### config.mk
export PLATFORM = sky130hd
export DESIGN_NAME = ps2_kbd_axi_flat
export DESIGN_NICKNAME = d
export VERILOG_FILES = /design/src/rtl/ps2_kbd_pkg.sv /design/src/rtl/ps2_kbd_axi_if.sv /design/src/rtl/ps2_rx_frame.sv /design/src/rtl/ps2_kbd_axi.sv /design/src/flat_wrapper.sv
export SDC_FILE = /design/constraint.sdc
export NUM_CORES = 1
export LEC_CHECK = 0
export CAP_MARGIN = 5
export CORE_MARGIN = 5
export CORE_UTILIZATION = 44
export CTS_CLUSTER_SIZE = 12
export DETAILED_ROUTE_END_ITERATION = 10
export GPL_ROUTABILITY_DRIVEN = 0
export PLACE_DENSITY = 0.81
export REMOVE_ABC_BUFFERS = 1
export SLEW_MARGIN = 25
export SYNTH_ARGS = -nofsm -noshare
export SYNTH_HDL_FRONTEND = slang
export SYNTH_SLANG_ARGS = --single-unit
### constraint.sdc
create_clock -name clock -period 3.1 [get_ports clock]
set_input_delay 0.465 -clock clock [delete_from_list [all_inputs] [get_ports clock]]
set_output_delay 0.465 -clock clock [all_outputs]
set_load 0.01 [all_outputs]
### src/rtl/ps2_kbd_pkg.sv
// Shared definitions for the PS/2 keyboard AXI peripheral: register offsets,
// AXI response codes, read/write FSM states, STATUS bit positions and debug view.
package ps2_kbd_pkg;

  // Register select taken from addr[4:3]
  localparam logic [1:0] REG_DATA   = 2'd0;
  localparam logic [1:0] REG_STATUS = 2'd1;
  localparam logic [1:0] REG_CTRL   = 2'd2;
  localparam logic [1:0] REG_RSVD   = 2'd3;

  localparam logic [1:0] RESP_OKAY   = 2'b00;
  localparam logic [1:0] RESP_SLVERR = 2'b10;

  localparam int DATA_VALID_BIT = 8;
  localparam int ST_OVF_BIT     = 16;
  localparam int ST_FERR_BIT    = 17;

  localparam int CTRL_IRQ_EN_BIT = 0;
  localparam int CTRL_FLUSH_BIT  = 1;
  localparam int CTRL_CLEAR_BIT  = 2;

  typedef enum logic {
    R_IDLE,
    R_DATA
  } r_state_e;

  typedef enum logic [1:0] {
    W_IDLE,
    W_DATA,
    W_RESP
  } w_state_e;

  typedef struct packed {
    r_state_e   rd;
    w_state_e   wr;
    logic [3:0] bit_cnt;
  } ps2_dbg_t;

endpackage

### src/rtl/ps2_kbd_axi_if.sv
// AXI4 slave channel bundle for the PS/2 keyboard peripheral.
// valid/ready: a beat transfers on the rising clock edge where both are high; once raised, valid and its payload hold until that edge.
interface ps2_kbd_axi_if #(
  parameter int ID_W = 4
);
  logic            awready;
  logic            awvalid;
  logic [31:0]     awaddr;
  logic [ID_W-1:0] awid;
  logic [7:0]      awlen;
  logic [2:0]      awsize;
  logic [1:0]      awburst;

  logic            wready;
  logic            wvalid;
  logic [63:0]     wdata;
  logic [7:0]      wstrb;
  logic            wlast;

  logic            bready;
  logic            bvalid;
  logic [1:0]      bresp;
  logic [ID_W-1:0] bid;

  logic            arready;
  logic            arvalid;
  logic [31:0]     araddr;
  logic [ID_W-1:0] arid;
  logic [7:0]      arlen;
  logic [2:0]      arsize;
  logic [1:0]      arburst;

  logic            rready;
  logic            rvalid;
  logic [1:0]      rresp;
  logic [63:0]     rdata;
  logic            rlast;
  logic [ID_W-1:0] rid;

  modport master (
    input  awready, wready, bvalid, bresp, bid, arready, rvalid, rresp, rdata, rlast, rid,
    output awvalid, awaddr, awid, awlen, awsize, awburst,
           wvalid, wdata, wstrb, wlast, bready,
           arvalid, araddr, arid, arlen, arsize, arburst, rready
  );

  modport slave (
    output awready, wready, bvalid, bresp, bid, arready, rvalid, rresp, rdata, rlast, rid,
    input  awvalid, awaddr, awid, awlen, awsize, awburst,
           wvalid, wdata, wstrb, wlast, bready,
           arvalid, araddr, arid, arlen, arsize, arburst, rready
  );

endinterface

### src/rtl/ps2_rx_frame.sv
// PS/2 frame receiver: synchronises ps2_clk/ps2_dat, shifts 11-bit frames on
// falling edges, checks start/parity/stop and discards stalled partial frames.
module ps2_rx_frame #(
  parameter int WDOG_CYC = 50000
) (
  input  logic       clock,
  input  logic       resetn,
  input  logic       ps2_clk,
  input  logic       ps2_dat,
  output logic [7:0] byte_o,
  output logic       valid_o,
  output logic       err_o,
  output logic [3:0] bit_cnt_o
);
  localparam int WD_W = $clog2(WDOG_CYC + 1);
  localparam logic [WD_W-1:0] WD_LAST = WD_W'(WDOG_CYC - 1);

  logic [2:0]      clk_sync_q;
  logic [1:0]      dat_sync_q;
  logic [3:0]      bit_cnt_q, bit_cnt_d;
  logic [9:0]      frame_q, frame_d;
  logic [WD_W-1:0] wdog_q, wdog_d;
  logic [7:0]      byte_q, byte_d;
  logic            valid_q, valid_d;
  logic            err_q, err_d;
  logic            fall;
  logic [10:0]     full;

  // Idle line is high, so the synchroniser resets to 1 to avoid a false edge.
  always_ff @(posedge clock) begin
    if (!resetn) begin
      clk_sync_q <= 3'b111;
      dat_sync_q <= 2'b11;
      bit_cnt_q  <= '0;
      frame_q    <= '0;
      wdog_q     <= '0;
      byte_q     <= '0;
      valid_q    <= 1'b0;
      err_q      <= 1'b0;
    end else begin
      clk_sync_q <= {clk_sync_q[1:0], ps2_clk};
      dat_sync_q <= {dat_sync_q[0], ps2_dat};
      bit_cnt_q  <= bit_cnt_d;
      frame_q    <= frame_d;
      wdog_q     <= wdog_d;
      byte_q     <= byte_d;
      valid_q    <= valid_d;
      err_q      <= err_d;
    end
  end

  assign fall = clk_sync_q[2] & ~clk_sync_q[1];
  assign full = {dat_sync_q[1], frame_q};

  always_comb begin
    bit_cnt_d = bit_cnt_q;
    frame_d   = frame_q;
    wdog_d    = wdog_q;
    byte_d    = byte_q;
    valid_d   = 1'b0;
    err_d     = 1'b0;
    if (fall) begin
      wdog_d  = '0;
      frame_d = full[10:1];
      if (bit_cnt_q == 4'd10) begin
        bit_cnt_d = '0;
        byte_d    = full[8:1];
        // full[0]=start, full[8:1]=data, full[9]=odd parity, full[10]=stop
        if (!full[0] && full[10] && (^full[9:1]))
          valid_d = 1'b1;
        else
          err_d = 1'b1;
      end else begin
        bit_cnt_d = bit_cnt_q + 4'd1;
      end
    end else if (bit_cnt_q != 4'd0) begin
      if (wdog_q == WD_LAST) begin
        bit_cnt_d = '0;
        wdog_d    = '0;
        err_d     = 1'b1;
      end else begin
        wdog_d = wdog_q + 1'b1;
      end
    end else begin
      wdog_d = '0;
    end
  end

  assign byte_o    = byte_q;
  assign valid_o   = valid_q;
  assign err_o     = err_q;
  assign bit_cnt_o = bit_cnt_q;

endmodule

### src/rtl/ps2_kbd_axi.sv
// PS/2 keyboard receiver with scancode FIFO and AXI4 DATA/STATUS/CTRL registers.
// Optional level interrupt and CTRL[0] enable when PS2_KBD_IRQ_EN is defined.
module ps2_kbd_axi
  import ps2_kbd_pkg::*;
#(
  parameter int FIFO_DEPTH = 16,
  parameter int ID_W       = 4,
  parameter int WDOG_CYC   = 50000
) (
  input  logic         clock,
  input  logic         resetn,
  input  logic         ps2_clk,
  input  logic         ps2_dat,
  ps2_kbd_axi_if.slave io_slave,
  output logic         irq,
  output ps2_dbg_t     dbg_o
);
  localparam int AW = $clog2(FIFO_DEPTH);
  localparam logic [AW:0] DEPTH_C = (AW + 1)'(FIFO_DEPTH);

  logic [7:0] rx_byte;
  logic       rx_valid;
  logic       rx_err;
  logic [3:0] rx_bit_cnt;

  ps2_rx_frame #(.WDOG_CYC(WDOG_CYC)) u_rx (
    .clock     (clock),
    .resetn    (resetn),
    .ps2_clk   (ps2_clk),
    .ps2_dat   (ps2_dat),
    .byte_o    (rx_byte),
    .valid_o   (rx_valid),
    .err_o     (rx_err),
    .bit_cnt_o (rx_bit_cnt)
  );

  logic [7:0]    mem_q [FIFO_DEPTH];
  logic [AW-1:0] wr_ptr_q, wr_ptr_d;
  logic [AW-1:0] rd_ptr_q, rd_ptr_d;
  logic [AW:0]   count_q, count_d;
  logic          ovf_q, ovf_d;
  logic          ferr_q, ferr_d;
  logic          irq_en_q;
  logic          push, push_ok, pop, full, flush, clr, ctrl_wr;

  r_state_e        r_state_q, r_state_d;
  logic [ID_W-1:0] rid_q, rid_d;
  logic [7:0]      rlen_q, rlen_d;
  logic [7:0]      rbeat_q, rbeat_d;
  logic [1:0]      raddr_q, raddr_d;
  logic [63:0]     rdata_q, rdata_d;
  logic [1:0]      rresp_q, rresp_d;
  logic            sample;
  logic [1:0]      sel;
  logic [63:0]     status_w, ctrl_w;

  w_state_e        w_state_q, w_state_d;
  logic [ID_W-1:0] bid_q, bid_d;
  logic [1:0]      waddr_q, waddr_d;
  logic            wfirst_q, wfirst_d;

  always_ff @(posedge clock) begin
    if (!resetn) begin
      wr_ptr_q  <= '0;
      rd_ptr_q  <= '0;
      count_q   <= '0;
      ovf_q     <= 1'b0;
      ferr_q    <= 1'b0;
      r_state_q <= R_IDLE;
      rid_q     <= '0;
      rlen_q    <= '0;
      rbeat_q   <= '0;
      raddr_q   <= REG_DATA;
      rdata_q   <= '0;
      rresp_q   <= RESP_OKAY;
      w_state_q <= W_IDLE;
      bid_q     <= '0;
      waddr_q   <= REG_DATA;
      wfirst_q  <= 1'b0;
    end else begin
      wr_ptr_q  <= wr_ptr_d;
      rd_ptr_q  <= rd_ptr_d;
      count_q   <= count_d;
      ovf_q     <= ovf_d;
      ferr_q    <= ferr_d;
      r_state_q <= r_state_d;
      rid_q     <= rid_d;
      rlen_q    <= rlen_d;
      rbeat_q   <= rbeat_d;
      raddr_q   <= raddr_d;
      rdata_q   <= rdata_d;
      rresp_q   <= rresp_d;
      w_state_q <= w_state_d;
      bid_q     <= bid_d;
      waddr_q   <= waddr_d;
      wfirst_q  <= wfirst_d;
    end
  end

  always_ff @(posedge clock) begin
    if (push_ok)
      mem_q[wr_ptr_q] <= rx_byte;
  end

`ifdef PS2_KBD_IRQ_EN
  always_ff @(posedge clock) begin
    if (!resetn)
      irq_en_q <= 1'b0;
    else if (ctrl_wr)
      irq_en_q <= io_slave.wdata[CTRL_IRQ_EN_BIT];
  end
  assign irq = irq_en_q & (count_q != '0);
`else
  assign irq_en_q = 1'b0;
  assign irq      = 1'b0;
`endif

  // FIFO: flush beats push; a push while full only lands if a pop frees a slot.
  assign flush   = ctrl_wr & io_slave.wdata[CTRL_FLUSH_BIT];
  assign clr     = ctrl_wr & io_slave.wdata[CTRL_CLEAR_BIT];
  assign full    = (count_q == DEPTH_C);
  assign push    = rx_valid & ~flush;
  assign push_ok = push & (~full | pop);

  always_comb begin
    wr_ptr_d = wr_ptr_q;
    rd_ptr_d = rd_ptr_q;
    count_d  = count_q;
    ovf_d    = clr ? 1'b0 : ovf_q;
    ferr_d   = clr ? 1'b0 : ferr_q;
    if (flush) begin
      wr_ptr_d = '0;
      rd_ptr_d = '0;
      count_d  = '0;
    end else begin
      wr_ptr_d = wr_ptr_q + AW'(push_ok);
      rd_ptr_d = rd_ptr_q + AW'(pop);
      count_d  = count_q + (AW + 1)'(push_ok) - (AW + 1)'(pop);
    end
    if (push && !push_ok)
      ovf_d = 1'b1;
    if (rx_err)
      ferr_d = 1'b1;
  end

  always_comb begin
    status_w              = '0;
    status_w[8:0]         = 9'(count_q);
    status_w[ST_OVF_BIT]  = ovf_q;
    status_w[ST_FERR_BIT] = ferr_q;
    ctrl_w                  = '0;
    ctrl_w[CTRL_IRQ_EN_BIT] = irq_en_q;
  end

  // Read FSM: the next beat is sampled (and DATA popped) on entry and after each accepted non-last beat.
  always_comb begin
    r_state_d = r_state_q;
    rid_d     = rid_q;
    rlen_d    = rlen_q;
    rbeat_d   = rbeat_q;
    raddr_d   = raddr_q;
    rdata_d   = rdata_q;
    rresp_d   = rresp_q;
    sample    = 1'b0;
    sel       = raddr_q;
    pop       = 1'b0;
    case (r_state_q)
      R_IDLE: begin
        if (io_slave.arvalid) begin
          rid_d     = io_slave.arid;
          rlen_d    = io_slave.arlen;
          rbeat_d   = '0;
          raddr_d   = io_slave.araddr[4:3];
          sel       = io_slave.araddr[4:3];
          sample    = 1'b1;
          r_state_d = R_DATA;
        end
      end
      R_DATA: begin
        if (io_slave.rready) begin
          if (rbeat_q == rlen_q) begin
            r_state_d = R_IDLE;
          end else begin
            rbeat_d = rbeat_q + 8'd1;
            sample  = 1'b1;
          end
        end
      end
      default: r_state_d = R_IDLE;
    endcase
    if (sample) begin
      rresp_d = RESP_OKAY;
      rdata_d = '0;
      case (sel)
        REG_DATA: begin
          if (count_q != '0) begin
            rdata_d[7:0]           = mem_q[rd_ptr_q];
            rdata_d[DATA_VALID_BIT] = 1'b1;
            pop                    = 1'b1;
          end
        end
        REG_STATUS: rdata_d = status_w;
        REG_CTRL:   rdata_d = ctrl_w;
        default:    rresp_d = RESP_SLVERR;
      endcase
    end
  end

  // Write FSM: only the first W beat of a burst can touch CTRL.
  always_comb begin
    w_state_d = w_state_q;
    bid_d     = bid_q;
    waddr_d   = waddr_q;
    wfirst_d  = wfirst_q;
    ctrl_wr   = 1'b0;
    case (w_state_q)
      W_IDLE: begin
        if (io_slave.awvalid) begin
          bid_d     = io_slave.awid;
          waddr_d   = io_slave.awaddr[4:3];
          wfirst_d  = 1'b1;
          w_state_d = W_DATA;
        end
      end
      W_DATA: begin
        if (io_slave.wvalid) begin
          wfirst_d = 1'b0;
          if (wfirst_q && (waddr_q == REG_CTRL) && io_slave.wstrb[0])
            ctrl_wr = 1'b1;
          if (io_slave.wlast)
            w_state_d = W_RESP;
        end
      end
      W_RESP: begin
        if (io_slave.bready)
          w_state_d = W_IDLE;
      end
      default: w_state_d = W_IDLE;
    endcase
  end

  assign io_slave.awready = (w_state_q == W_IDLE);
  assign io_slave.wready  = (w_state_q == W_DATA);
  assign io_slave.bvalid  = (w_state_q == W_RESP);
  assign io_slave.bresp   = (waddr_q == REG_RSVD) ? RESP_SLVERR : RESP_OKAY;
  assign io_slave.bid     = bid_q;

  assign io_slave.arready = (r_state_q == R_IDLE);
  assign io_slave.rvalid  = (r_state_q == R_DATA);
  assign io_slave.rlast   = (r_state_q == R_DATA) && (rbeat_q == rlen_q);
  assign io_slave.rdata   = rdata_q;
  assign io_slave.rresp   = rresp_q;
  assign io_slave.rid     = rid_q;

  assign dbg_o.rd      = r_state_q;
  assign dbg_o.wr      = w_state_q;
  assign dbg_o.bit_cnt = rx_bit_cnt;

endmodule
### src/flat_wrapper.sv
// flat-port wrapper written by rule: the top's interface ports become plain ports
module ps2_kbd_axi_flat import ps2_kbd_pkg::*;
#(
  parameter int FIFO_DEPTH = 16,
  parameter int ID_W       = 4,
  parameter int WDOG_CYC   = 50000
)
  (clock, resetn, ps2_clk, ps2_dat, irq, dbg_o, io_slave_awready, io_slave_wready, io_slave_bvalid, io_slave_bresp, io_slave_bid, io_slave_arready, io_slave_rvalid, io_slave_rresp, io_slave_rdata, io_slave_rlast, io_slave_rid, io_slave_awvalid, io_slave_awaddr, io_slave_awid, io_slave_awlen, io_slave_awsize, io_slave_awburst, io_slave_wvalid, io_slave_wdata, io_slave_wstrb, io_slave_wlast, io_slave_bready, io_slave_arvalid, io_slave_araddr, io_slave_arid, io_slave_arlen, io_slave_arsize, io_slave_arburst, io_slave_rready);
  ps2_kbd_axi_if #(.ID_W(ID_W)) io_slave_i ();
  input  logic clock;
  input  logic resetn;
  input  logic ps2_clk;
  input  logic ps2_dat;
  output logic irq;
  output ps2_dbg_t dbg_o;
  output wire logic [$bits(io_slave_i.awready)-1:0] io_slave_awready;
  output wire logic [$bits(io_slave_i.wready)-1:0] io_slave_wready;
  output wire logic [$bits(io_slave_i.bvalid)-1:0] io_slave_bvalid;
  output wire logic [$bits(io_slave_i.bresp)-1:0] io_slave_bresp;
  output wire logic [$bits(io_slave_i.bid)-1:0] io_slave_bid;
  output wire logic [$bits(io_slave_i.arready)-1:0] io_slave_arready;
  output wire logic [$bits(io_slave_i.rvalid)-1:0] io_slave_rvalid;
  output wire logic [$bits(io_slave_i.rresp)-1:0] io_slave_rresp;
  output wire logic [$bits(io_slave_i.rdata)-1:0] io_slave_rdata;
  output wire logic [$bits(io_slave_i.rlast)-1:0] io_slave_rlast;
  output wire logic [$bits(io_slave_i.rid)-1:0] io_slave_rid;
  input wire logic [$bits(io_slave_i.awvalid)-1:0] io_slave_awvalid;
  input wire logic [$bits(io_slave_i.awaddr)-1:0] io_slave_awaddr;
  input wire logic [$bits(io_slave_i.awid)-1:0] io_slave_awid;
  input wire logic [$bits(io_slave_i.awlen)-1:0] io_slave_awlen;
  input wire logic [$bits(io_slave_i.awsize)-1:0] io_slave_awsize;
  input wire logic [$bits(io_slave_i.awburst)-1:0] io_slave_awburst;
  input wire logic [$bits(io_slave_i.wvalid)-1:0] io_slave_wvalid;
  input wire logic [$bits(io_slave_i.wdata)-1:0] io_slave_wdata;
  input wire logic [$bits(io_slave_i.wstrb)-1:0] io_slave_wstrb;
  input wire logic [$bits(io_slave_i.wlast)-1:0] io_slave_wlast;
  input wire logic [$bits(io_slave_i.bready)-1:0] io_slave_bready;
  input wire logic [$bits(io_slave_i.arvalid)-1:0] io_slave_arvalid;
  input wire logic [$bits(io_slave_i.araddr)-1:0] io_slave_araddr;
  input wire logic [$bits(io_slave_i.arid)-1:0] io_slave_arid;
  input wire logic [$bits(io_slave_i.arlen)-1:0] io_slave_arlen;
  input wire logic [$bits(io_slave_i.arsize)-1:0] io_slave_arsize;
  input wire logic [$bits(io_slave_i.arburst)-1:0] io_slave_arburst;
  input wire logic [$bits(io_slave_i.rready)-1:0] io_slave_rready;
  assign io_slave_awready = io_slave_i.awready;
  assign io_slave_wready = io_slave_i.wready;
  assign io_slave_bvalid = io_slave_i.bvalid;
  assign io_slave_bresp = io_slave_i.bresp;
  assign io_slave_bid = io_slave_i.bid;
  assign io_slave_arready = io_slave_i.arready;
  assign io_slave_rvalid = io_slave_i.rvalid;
  assign io_slave_rresp = io_slave_i.rresp;
  assign io_slave_rdata = io_slave_i.rdata;
  assign io_slave_rlast = io_slave_i.rlast;
  assign io_slave_rid = io_slave_i.rid;
  assign io_slave_i.awvalid = io_slave_awvalid;
  assign io_slave_i.awaddr = io_slave_awaddr;
  assign io_slave_i.awid = io_slave_awid;
  assign io_slave_i.awlen = io_slave_awlen;
  assign io_slave_i.awsize = io_slave_awsize;
  assign io_slave_i.awburst = io_slave_awburst;
  assign io_slave_i.wvalid = io_slave_wvalid;
  assign io_slave_i.wdata = io_slave_wdata;
  assign io_slave_i.wstrb = io_slave_wstrb;
  assign io_slave_i.wlast = io_slave_wlast;
  assign io_slave_i.bready = io_slave_bready;
  assign io_slave_i.arvalid = io_slave_arvalid;
  assign io_slave_i.araddr = io_slave_araddr;
  assign io_slave_i.arid = io_slave_arid;
  assign io_slave_i.arlen = io_slave_arlen;
  assign io_slave_i.arsize = io_slave_arsize;
  assign io_slave_i.arburst = io_slave_arburst;
  assign io_slave_i.rready = io_slave_rready;
  ps2_kbd_axi #(.FIFO_DEPTH(FIFO_DEPTH), .ID_W(ID_W), .WDOG_CYC(WDOG_CYC)) u_core (.clock(clock), .resetn(resetn), .ps2_clk(ps2_clk), .ps2_dat(ps2_dat), .io_slave(io_slave_i), .irq(irq), .dbg_o(dbg_o));
endmodule
# After elaboration in Yosys (flattened, before gate mapping)
# Memory sizes are Yosys's and may differ from the RTL's. A register that Yosys moved wholly into a read port is not among the register bits.
# Index checks and enable logic that the tools add are counted.
op_classes:
  addsub: 7
  n_eq_ne: 17
  n_mux: 47
  bitwise_logic: 12
  n_reduce_logical: 29
ops:
  columns: ["op", "count"]
  rows:
  - ["$mux W8", 3]
  - ["$mux W1", 23]
  - ["$mux W4", 5]
  - ["$mux W9", 2]
  - ["$pmux W9 S2", 1]
  - ["$add A16 B1 Y16 const B", 1]
  - ["$eq A16 B16 Y1 const B", 1]
  - ["$mux W2", 8]
  - ["$pmux W8 S2", 1]
  - ["$ne A2 B1 Y1 const B", 5]
  - ["$reduce_bool A2 Y1", 5]
  - ["$reduce_and A3 Y1", 3]
  - ["$reduce_xor A9 Y1", 1]
  - ["$add A4 B1 Y4", 2]
  - ["$add A8 B1 Y8 const B", 1]
  - ["$eq A2 B2 Y1 const B", 4]
  - ["$eq A8 B8 Y1", 1]
  - ["$reduce_and A2 Y1", 4]
  - ["$logic_and A1 B1 Y1", 6]
  - ["$not A1 Y1", 6]
  - ["$pmux W1 S2", 3]
  - ["$pmux W2 S3", 1]
  - ["$add A5 B1 Y5", 1]
  - ["$and A1 B1 Y1", 5]
  - ["15 further kinds", 19]
totals:
  regBits: 158
  ramBits: 128
  in_bits: 180
  output_inout_bits: 90
  elab_cells: 137
  mem_count: 1
memory_table:
  columns: ["name", "depth", "width", "rd", "rd_clocked_by_memory_dff", "write_ports", "line_no", "source"]
  rows:
  - ["u_core.mem_q", 16, 8, 1, 1, 1, "ps2_kbd_axi.sv:37", "logic [7:0] mem_q [FIFO_DEPTH];"]

# Depth between registers and ports, before layout
depth:
  depth_word: 13
  mapped_depth: 18
  ltp_nobuf: 16

# By module
# From an unflattened synthesis, not the netlist that was laid out.
hier_totals:
  hier_cells: 810
  area_unflattened_um2: 10105.9
modules_own_cells:
  columns: ["mod", "n_inst", "cells_each", "area_per_inst_um2", "seq_area_each_um2"]
  rows:
  - ["ps2_kbd_axi", 1, 598, 8200.4, 5024.8]
  - ["ps2_rx_frame", 1, 212, 1905.6, 900.9]

# Worst setup path after synthesis
# Ideal clock, no wire load.
synth_timing:
  path_kind: "register to register"
  from: "register u_core.count_q[3]"
  to: "register u_core.count_q[4]"
  setup_time_ns: 0.118
  arrival_time_ns: 2.827
  required_time_ns: 2.982
  slack_ns: 0.155
  stages_incl_launch_ff: 19
  path_buffers: 2
  synth_period_minus_slack_ns: 2.945
  path_cell_list: "dfxtp_1 inv_1 ha_1 nor3b_1 and2b_1 clkdlybuf4s18_2 nor2_1 o21ai_2 buf_4 inv_2 ha_1 inv_1 ha_1 fa_1 a21oi_1 nor2_1 nor2_1 xnor2_1 nor2_1"
synth_via:
  elab_chain_cells: 8
  elab_cells_between_ends: 10
  cone_classes: "2 x add/sub; 1 x eq/ne; 3 x mux; 3 x bitwise; 1 x reduce/logical"
synth_rtl:
  columns: ["element", "line_no", "source"]
  rows:
  - ["from (decl)", "ps2_kbd_axi.sv:40", "logic [AW:0] count_q, count_d;"]
  - ["from (signal assigned)", "ps2_kbd_axi.sv:83", "count_q <= count_d;"]
  - ["$reduce_bool A5 Y1", "ps2_kbd_axi.sv:196", "if (count_q != '0) begin"]
  - ["$mux W1", "ps2_kbd_axi.sv:196", null]
  - ["$mux W1", "ps2_kbd_axi.sv:194", "case (sel)"]
  - ["$mux W1", "ps2_kbd_axi.sv:191", "if (sample) begin"]
  - ["$or A1 B1 Y1", "ps2_kbd_axi.sv:123", "assign push_ok = push & (~full | pop);"]
  - ["$and A1 B1 Y1", "ps2_kbd_axi.sv:123", null]
  - ["$add A5 B1 Y5", "ps2_kbd_axi.sv:138", "count_d = count_q + (AW + 1)'(push_ok) - (AW + 1)'(pop);"]
  - ["$sub A5 B1 Y5 *", "ps2_kbd_axi.sv:138", null]
# Mark *: on every way between the ends. The rest lies on a longest branch, timed or not.
# A chain may end at the register's enable or synchronous reset.

# Worst setup path after layout
layout_timing:
  from: "register u_core.rbeat_q[0]"
  to: "register u_core.count_q[4]"
layout_via:
  elab_chain_cells: 9
layout_rtl:
  columns: ["element", "line_no", "source"]
  rows:
  - ["from (decl)", "ps2_kbd_axi.sv:49", "logic [7:0] rbeat_q, rbeat_d;"]
  - ["from (signal assigned)", "ps2_kbd_axi.sv:89", "rbeat_q <= rbeat_d;"]
  - ["$eq A8 B8 Y1 *", "ps2_kbd_axi.sv:181", "if (rbeat_q == rlen_q) begin"]
  - ["$mux W1 *", "ps2_kbd_axi.sv:181", null]
  - ["$mux W1 *", "ps2_kbd_axi.sv:180", "if (io_slave.rready) begin"]
  - ["$pmux W1 S2 *", "ps2_kbd_axi.sv:167", "case (r_state_q)"]
  - ["$mux W1 *", "ps2_kbd_axi.sv:191", null]
  - ["$or A1 B1 Y1", "ps2_kbd_axi.sv:123", null]
  - ["$and A1 B1 Y1", "ps2_kbd_axi.sv:123", null]
  - ["$add A5 B1 Y5", "ps2_kbd_axi.sv:138", null]
  - ["$sub A5 B1 Y5 *", "ps2_kbd_axi.sv:138", null]
# Marked as above.

==> impl_metrics.csv <==
group,metric,value,unit
status,status,"finished clean",
clock_tree,cts-root-buf,"clkbuf_16",
routing,drc,0,
synthesis,synthArstFlopShare,0,%
global_route,grt_pass1_wl,32.6,mm
synthesis,synthTopCellsByCount,"edfxtp_1, dfxtp_1, nand2_1",
sta,layout_setup_ws,0.264,ns
power,ir_drop,0.363,mV
global_route,grt_usage,15.4,%
power,pwr_density_cell,590,nW/um2
critical_path,start_kind,"register",
synthesis,synth_most_common_cell,"edfxtp_1",
clock_tree,cts.reportedPaths.clkPinSlew,0.06,ns
global_route,overflow,0,
layout,drive_gt1_share,11.2,%
placement,io_buffers,66,
synthesis,synth_top_area_cell,"edfxtp_1",
synthesis,yosys_most_used_dff,"edfxtp_1",
clock_tree,clock_latency,0.51,ns
floorplan,die_x,162,um
global_route,grt_pass1_vias,6333,
sta,maxSlewViolCount,0,
clock_tree,clock_tree.buffer_depth,3,
sta,skew,0.0134,ns
synthesis,yosys-top-cells-area,"edfxtp_1, dfxtp_1, mux4_2, buf_4, nand2_1",
synthesis,yosysTopAreaCellShare,37.9,%
routing,via_per_inst,5.26,
placement,dp_hpwl,13.7,mm
critical_path,crit_fanout,6,
sta,post-route-period-util,91.5,%
routing,wl,20.8,mm
power,power.total,6.95,mW
routing,post_drt_wl_per_cell,16.9,um
clock_tree,cts-buffers-inserted,24,
clock_tree,cts_sinks,232,
floorplan,io_pins,270,
critical_path,reg2reg_slack,0.26,ns
synthesis,avgSynthCellArea,12.1,um2
sta,rsz0062_at_grt,"false",
global_route,antenna_found_initial,0,
layout,syn2layout_area_growth,16.0,%
synthesis,ys_seq_elements,232,
clock_tree,htree_num_levels,1,
sta,clock.fmax,353,MHz
sta,slew_headroom,40.8,%
critical_path,critical_path_arrival,3.23,ns
clock_tree,ctsHoldBuffers,0,
synthesis,synth_cells,838,
global_route,grt_max_degree,35,
floorplan,initial_utilization,44.7,%
routing,vias,6478,
floorplan,core-area,22700,um2
job,drv_cap,0,
routing,dr.pass1.iters,5,
clock_tree,cts_tree,"yes",
synthesis,synth_edf_count,128,
synthesis,yosysWarnings,0,
sta,max_slew.worst_pin.slew,0.884,ns
sta,finalSetupViolations,0,
floorplan,rows,55,
synthesis,synthDistinctLibCells,66,
power,total_leakage_power,4.21,nW
critical_path,critPathKind,"register to register",
placement,place_ws,-0.0719,ns
worst_hold_path,hold_class,"register to register",
sta,holdWs,0.411,ns
synthesis,synth_seq_area_share,58.4,%
sta,finalHoldViolCount,0,
floorplan,die_h,162,um
critical_path,crit_required,3.49,ns
routing,drtIter0Drc,412,
synthesis,syn-cell-area,10200,um2
layout,antennaDiodeCount,0,
critical_path,cp-end-kind,"register",
routing,detail-route-antenna-nets,0,
sta,period_minus_slack,2.84,ns
floorplan,fp.dieArea,26200,um2
layout,nNetsFinal,1123,
-- area by class of cell --
type	count	area (um2)
clock buffer	42	731
clock inverter	2	11.3
fill	1864	10900
inverter	20	75.1
multi-input combinational	543	3700
sequential	232	5930
tap	285	357
timing repair buffer	107	981
-- power by group --
group          internal [mW]  switching, mW  total (mW)
sequential              3.28         0.0780        3.36
combinational          0.400          0.497       0.897
clock                   1.59           1.10        2.69
total                   5.28           1.68        6.95
-- per-stage QoR --
step / util, % / setup TNS, ns / cell area [um2] / instances
final: 51.9 / 0 / 11800 / 1231
after global routing: 51.9 / 0 / 11800 / 1231
after CTS: 51.9 / 0 / 11800 / 1231
after detailed placement: 48.6 / -0.0719 / 11000 / 1187
after global placement: 48.6 / -0.00345 / 11000 / 1187
after floorplan: - / -0.974 / 9690 / 795
-- placed cells by master, fill, tap and decap left out, types with 3 or more instances in the layout --
cell / synthesis / final
clkbuf_16: 0 / 26
clkbuf_1: 19 / 14
nand2b_1: 8 / 8
o22ai_1: 5 / 5
dfxtp_1: 104 / 103
nor2b_1: 9 / 8
nor4_1: 5 / 5
nand4_1: 11 / 11
ha_1: 14 / 14
nor2_1: 80 / 80
and3_1: 5 / 5
a221oi_1: 5 / 5
nor3_1: 4 / 4
o21ai_0: 3 / 3
xnor2_1: 27 / 27
inv_1: 18 / 17
a22oi_1: 4 / 4
o211ai_1: 5 / 5
clkdlybuf4s50_1: 0 / 66
or3_1: 5 / 5
mux2i_1: 27 / 27
edfxtp_1: 128 / 128
and2_1: 12 / 12
a21oi_1: 61 / 61
nand3_1: 30 / 30
buf_4: 58 / 40
mux4_2: 22 / 22
a31oi_1: 3 / 3
o31ai_1: 3 / 3
nand2_1: 91 / 91
conb_1: 1 / 56
xor2_1: 8 / 8
mux4_1: 10 / 10
-- path summary, 6_finish.rpt --
path	to	start	cells after the start
max	u_core.count_q[4]$_SDFF_PP0_	u_core.rbeat_q[0]$_SDFFE_PN0P_	14
min	u_core.u_rx.clk_sync_q[1]$_SDFF_PN1_	u_core.u_rx.clk_sync_q[0]$_SDFF_PN1_	1
max reg2reg	u_core.count_q[4]$_SDFF_PP0_	u_core.rbeat_q[0]$_SDFFE_PN0P_	14
min reg2reg	u_core.u_rx.clk_sync_q[1]$_SDFF_PN1_	u_core.u_rx.clk_sync_q[0]$_SDFF_PN1_	1
-- cell families (layout without fill, tap and decap cells) --
kind of cell / count (synthesis) / count (layout) / synth area share (%)
AND/OR/NAND/NOR: 275 / 275 / 12.7
flip-flops: 232 / 232 / 58.4
buffers and inverters: 118 / 171 / 7.33
AO/OA/AOI/OAI: 101 / 101 / 6.03
multiplexers: 60 / 60 / 10.3
XOR/XNOR: 36 / 36 / 3.24
adder cells (fa/ha/maj): 15 / 15 / 1.92
other: 1 / 56 / 0.0369
-- worst max-delay path: stages (launching register included) --
cell	delay, ns
dfxtp_1	0.45
xnor2_1	0.15
nand4_1	0.18
o211a_1	0.28
o21ai_2	0.16
inv_2	0.06
ha_1	0.26
inv_1	0.04
ha_1	0.22
fa_1	0.42
a21oi_1	0.15
nor2_1	0.06
nor2_1	0.11
xnor2_1	0.14
nor2_1	0.05
-- registers in the layout, summed over array words and instances (netlist names), 5 cells and up --
signal,cells
u_core.rlen_q,8
u_core.count_q,5
u_core.u_rx.wdog_q,16
u_core.io_slave.rdata,11
u_core.rbeat_q,8
u_core.mem_q,128
u_core.u_rx.frame_q,10
u_core.u_rx.byte_o,8
-- what timing repair did --
action / 4_1_cts / 5_1_grt
endpoints found under the setup margin: 0 / 1
resized for setup: 0 / 1
setup buffers: 0 / 0
-- metal layers --
metal | wire [um] | GRT usage [%] | vias up
li1 | - | - | 3080
met1 | 8640 | 20.1 | 3116
met2 | 10400 | 26.8 | 239
met3 | 1310 | 2.44 | 43
met4 | 488 | 4.15 | 0
met5 | 0 | 0 | -
Note: power is estimated with default switching activity, not from simulation.
